### src/rtl/multicyc_mem_if.sv
// Multicycle memory interface: one bus access at a time for a
// multicycle controller, with alignment and timeout fault capture.
module multicyc_mem_if #(
    parameter int          TIMEOUT_CYCLES = 255,
    parameter logic [31:0] IR_RESET       = 32'h0000_0000
) (
    input  logic        clk,
    input  logic        reset,
    input  logic        mem_addr_sel,
    input  logic        ir_we,
    input  logic        mem_we,
    input  logic        mdr_load,
    input  logic [31:0] pc,
    input  logic [31:0] aluout,
    input  logic [31:0] wdata,
    output logic        bus_req,
    output logic        bus_we,
    output logic [31:0] bus_addr,
    output logic [31:0] bus_wdata,
    input  logic [31:0] bus_rdata,
    input  logic        bus_ready,
    output logic [31:0] instr,
    output logic [31:0] mdr,
    output logic        stall,
    output logic        fault
);

    localparam int CLOG = $clog2(TIMEOUT_CYCLES + 1);
    localparam int CW   = (CLOG > 8) ? CLOG : 8;
    localparam logic [CW-1:0] TMO_LAST = CW'(TIMEOUT_CYCLES - 1);

    typedef enum logic [1:0] {
        IDLE = 2'd0,
        BUSY = 2'd1,
        DONE = 2'd2
    } state_t;

    state_t        state, next;
    logic [CW-1:0] wait_cnt;
    logic          fetch_q, we_q;
    logic          req;
    logic [31:0]   addr;
    logic          latch, misal, fin_ok, tmo;

    assign req  = ir_we | mem_we | mdr_load;
    assign addr = mem_addr_sel ? aluout : pc;

    always_comb begin
        next   = state;
        latch  = 1'b0;
        misal  = 1'b0;
        fin_ok = 1'b0;
        tmo    = 1'b0;
        unique case (state)
            IDLE: begin
                if (req) begin
                    if (addr[1:0] == 2'b00) begin
                        latch = 1'b1;
                        next  = BUSY;
                    end else begin
                        misal = 1'b1;
                        next  = DONE;
                    end
                end
            end
            BUSY: begin
                // a completion in the final allowed cycle beats the timeout
                if (bus_ready) begin
                    fin_ok = 1'b1;
                    next   = DONE;
                end else if (wait_cnt == TMO_LAST) begin
                    tmo  = 1'b1;
                    next = DONE;
                end
            end
            DONE:    next = IDLE;
            default: next = IDLE;
        endcase
    end

    assign bus_req = (state == BUSY);
    assign bus_we  = (state == BUSY) & we_q;
    assign stall   = ~reset &
                     (((state == IDLE) & req) | (state == BUSY));

    always_ff @(posedge clk) begin
        if (reset) begin
            state     <= IDLE;
            wait_cnt  <= '0;
            fetch_q   <= 1'b0;
            we_q      <= 1'b0;
            bus_addr  <= '0;
            bus_wdata <= '0;
            instr     <= IR_RESET;
            mdr       <= '0;
            fault     <= 1'b0;
        end else begin
            state <= next;
            if (latch) begin
                wait_cnt  <= '0;
                fetch_q   <= ir_we;
                we_q      <= ~ir_we & mem_we;
                bus_addr  <= addr;
                bus_wdata <= wdata;
            end else if (state == BUSY && !bus_ready) begin
                wait_cnt <= wait_cnt + 1'b1;
            end
            if (fin_ok) begin
                if (fetch_q)
                    instr <= bus_rdata;
                else if (!we_q)
                    mdr <= bus_rdata;
            end
            if (misal | tmo)
                fault <= 1'b1;
        end
    end

endmodule

### config.mk
export PLATFORM = sky130hd
export DESIGN_NAME = multicyc_mem_if
export DESIGN_NICKNAME = d
export VERILOG_FILES = /design/src/rtl/multicyc_mem_if.sv
export SDC_FILE = /design/constraint.sdc
export NUM_CORES = 1
export LEC_CHECK = 0
export BUFFER_PORTS_ARGS = -buffer_cell sky130_fd_sc_hd__buf_2
export CORE_MARGIN = 5
export CORE_UTILIZATION = 40
export CTS_CLUSTER_DIAMETER = 30
export CTS_CLUSTER_SIZE = 16
export DETAILED_ROUTE_END_ITERATION = 10
export PLACE_DENSITY = 0.75
export SLEW_MARGIN = 20
export SYNTH_ARGS = -nofsm -noshare
export SYNTH_HDL_FRONTEND = slang
export SYNTH_SLANG_ARGS = --single-unit
### constraint.sdc
create_clock -name clk -period 4.1 [get_ports clk]
set_input_delay 0.82 -clock clk [delete_from_list [all_inputs] [get_ports clk]]
set_output_delay 0.82 -clock clk [all_outputs]
set_load 0.1 [all_outputs]
# After elaboration in Yosys (flattened, before gate mapping)

Index checks and enable logic that the tools add are counted.

Output and inout port bits: 132
Logic and storage cells: 51
Bits of input ports: 135
Flip-flop bits (word level): 141

Equal/unequal tests: 4
Multiplexer cells: 17
Bitwise logic cells: 12
Add/subtract/negate cells: 1
Reductions and logical operators: 8

Operators by type and width:

| kind                | number |
|---|---|
| $mux 32             | 1 |
| $mux 1              | 11 |
| $add 8x1->8 const B | 1 |
| $eq 8x8->1 const B  | 1 |
| $mux 2              | 4 |
| $and 1x1->1         | 4 |
| $logic_not 2->1     | 2 |
| $not 1->1           | 4 |
| $or 1x1->1          | 4 |
| $pmux 2 s2          | 1 |
| $reduce_and 2->1    | 2 |
| $ne 3x1->1 const B  | 1 |
| $reduce_and 3->1    | 1 |
| $eq 2x1->1 const B  | 1 |
| $ne 2x2->1 const B  | 1 |
| $reduce_or 2->1     | 1 |
| $logic_and 1x1->1   | 1 |
| $logic_not 1->1     | 1 |

# Depth between registers and ports, before layout

Word-level depth: 6
Mapped depth: 7
Mapped depth without buffers: 5

# Worst setup path after synthesis

OpenSTA, ideal clock, no wires.

Kind: reg2out
Start point: register state[0]
End point: output port stall
Stages on the path, launching flop included: 5
Required time: 3280 ps
Setup slack: 492 ps
Buffers on the path: 1
Arrival time: 2788 ps
Cells stage by stage: dfxtp_1 > nor2b_1 > clkbuf_1 > a21oi_1 > nor2_1

Elaborated cells on any way between the ends: 5
Those cells by class: eq/ne: 1; bitwise: 3; reduce/logical: 1

RTL lines:

| item                     | RTL line | source |
|---|---|---|
| start: declaration       | 38       | `state_t state, next;` |
| start signal: assignment | 98       | `state <= next;` |
| $eq 2x1->1               | n/a      |  |
| net bus_req              | 16       | `output logic bus_req,` |
| $or 1x1->1               | 84       | `(((state == IDLE) & req) \| (state == BUSY));` |
| $and 1x1->1              | 83       | `assign stall = ~reset &` |
| end: declaration         | 24       | `output logic stall,` |

The timed path passes the listed nets, and every way through them passes these cells.

# Final worst setup path

Start point: input port ir_we
End point: output port stall

Longest elaborated chain between the ends: 5

Ends and longest elaborated chain:

| item                    | RTL line | source |
|---|---|---|
| start: declaration      | 10       | `input logic ir_we,` |
| $or 1x1->1 (2 in a row) | 45       | `assign req = ir_we \| mem_we \| mdr_load;` |
| $and 1x1->1             | 84       |  |
| $or 1x1->1              | 84       |  |
| $and 1x1->1             | 83       |  |

Every way passes these cells.

==> out/qor.csv <==
metric;value;unit
syn_inst;636;
synth_area;0.005518;mm²
placed_cell_area;0.006897;mm²
cts_max_level;4;
startpoint_type;input port;
cts_tree;yes;
clock_skew;0.004813;ns
stdcell_area;0.007500;mm²
final.setup.tns;0;ns
ys.warnings.count;0;
io_pins;267;
synth_area_leaders;dfxtp_1, nand2_1, a21oi_1;
clock_latency;0.41;ns
clock_sinks;141;
rsz0062_at_grt;no;
cts_root_buffer;clkbuf_16;
critPathMaxStageDelay;0.52;ns
diodes;0;
grt_start_max_net_pins;97;
maxSlewViolCount;0;
nets;1018;
crit_path_max_fanout;6;
cp-end-kind;output pin;
leakagePower;3.366;nW
cts_hold_buf;0;
ys.flop_type;dfxtp_1;
place_hpwl;11080;µm
syn_to_final_growth;35.92;%
r2r_setup_slack;2.21;ns
ys_ff_latch;141;
yosysTopAreaCell;dfxtp_1;
synth-compound-area-share;16.98;%
hold_path_class;flop to flop;
worstMarginPinSlew;0.5999;ns
start_util;40.22;%
arrival;2.01;ns
fin_crit;2.834;ns
routabilityCongestion;0.8551;
async_reset_ff_share;0;%
slew_headroom;59.86;%
cts-buffers-inserted;17;
grt_overflow;0;
cp.required;3.28;ns
drc;0;
ctsResizeCount;0;
cpMostUsedCell;buf_2;
path_class;input port to output pin;
rows;43;
hold_violations;0;
grt_pass1_vias;4710;
layout_commonest_cell;buf_2;
synth_edf_count;0;
drtAntennaViolNets;0;
synth_fp_nets;773;
die_h;127.5;µm
synthXorXnorAreaFrac;1.111;%
clk_path_buf_depth;2;
drive_above_1_share;38.70;%
layout_common_cells;buf_2, nand2_1, dfxtp_1;
synth-simple-area-share;19.57;%
synthMuxAreaShare;5.442;%
via_count;5108;
die_w;127.5;µm
via_per_inst;4.756;
port_buffers;266;
core_area;0.01372;mm²
setup_viol;0;
synth_top_area_share;51.16;%
vdd_ir_drop_max;431.7;µV
drv_cap;0;
antenna_found_initial;0;
syn_avg_cell_area;8.676;µm²
totalWireLength;15380;µm
grt_pass1_wl;23760;µm
wl_per_cell;14.32;µm
die_area;0.01624;mm²
status;completed;
grt_use_total;18.21;%
synthAdderAreaFrac;0.4535;%
drt-initial-drc-count;370;
period_share;69.13;%
seq_area_frac_synth;51.16;%
cpMaxStageDelayCell;or3_1;
crit_chain;buf_2, or3_1, a21oi_1, nor2_1, buf_2;
path_clk_slew;0.06;ns
cellPowerDensity;483.8;mW/mm²
max_freq;352.8;MHz
drt_first_pass_iters;4;
yosysUniqueCellTypes;33;
synth_top_family_by_area;simple AND/OR/NAND/NOR gates;
cts_setup_buffers;0;
## cell type report
cell class              count  area [µm²]
well taps                 180       225.2
inverters                   4       15.01
clock buffers              17       425.4
fillers                  1291        6220
repair buffers            276        1441
clock inverters            15       150.1
multi-input cells         441        2420
flip-flops and latches    141        2823
## cells by family (layout without fill, tap and decap cells)
group,Yosys count,after routing
buf+inv,54,312
fa+ha+maj,2,2
mux,30,30
xor+xnor,7,7
compound gates,136,136
simple gates,266,266
flops,141,141
## metal layers
| metal | part of all wire, % | vias to the layer above | global-route usage, % |
|---|---|---|---|
| met5 | 0 | - | 0 |
| met4 | 2.0 | 0 | 7.382 |
| met3 | 5.6 | 24 | 4.013 |
| met2 | 51 | 139 | 30.81 |
| met1 | 41 | 2337 | 22.48 |
| li1 | - | 2608 | - |
## worst max-delay path: cells and delay by family
family | cells | cell delay, ns
AO/OA/AOI/OAI | 1 | 0.20
buffers and inverters | 2 | 0.42
AND/OR/NAND/NOR | 2 | 0.57
## final timing paths
check / startpoint / cells after the start / end
hold / removal: bus_addr[0] / 2 / bus_addr[0]
hold reg to reg: bus_addr[0] / 2 / bus_addr[0]
setup reg to reg: state[1] / 5 / bus_addr[28]
setup / recovery: ir_we / 5 / stall
## metrics by stage
stage	utilization, %	setup WS [ns]	instances	power (W)	hold WS, ns
finish	54.66	1.266	1074	0.003629	0.4311
global route	54.66	1.207	1074	0.003774	0.4593
CTS	54.46	1.262	1073	0.003663	0.4388
detailed placement	50.27	1.263	1041	0.002170	0.4244
global placement	50.27	1.294	1041	0.002164	0.4207
floorplan	-	0.4918	636	0.002019	0.4407
## power by group
group,internal [W],switching [W]
logic,0.000153,0.000539
clock network,0.000856,0.000634
registers,0.00142,0.0000249
total,0.00243,0.00120
## cells in the mapped netlist, types with 2 or more instances
| master | count |
|---|---|
| or2_2 | 2 |
| buf_4 | 13 |
| ha_1 | 2 |
| nor2b_1 | 2 |
| a21oi_1 | 100 |
| mux2i_1 | 30 |
| buf_6 | 4 |
| and3_1 | 3 |
| xor2_1 | 6 |
| and4_1 | 2 |
| inv_1 | 4 |
| a211oi_2 | 31 |
| nand3_1 | 5 |
| clkbuf_1 | 25 |
| nand2_1 | 195 |
| dfxtp_1 | 141 |
| nor2_1 | 46 |
| nand4_1 | 2 |
| buf_2 | 8 |
| and2_1 | 2 |
## registers in the layout (all words and copies together) (netlist names)
| name | cells |
|---|---|
| state | 2 |
| fetch_q | 1 |
| bus_wdata | 32 |
| fault | 1 |
| instr | 32 |
| mdr | 32 |
| bus_addr | 32 |
| we_q | 1 |
| wait_cnt | 8 |
No activity file was read; power rests on OpenSTA's default activity.
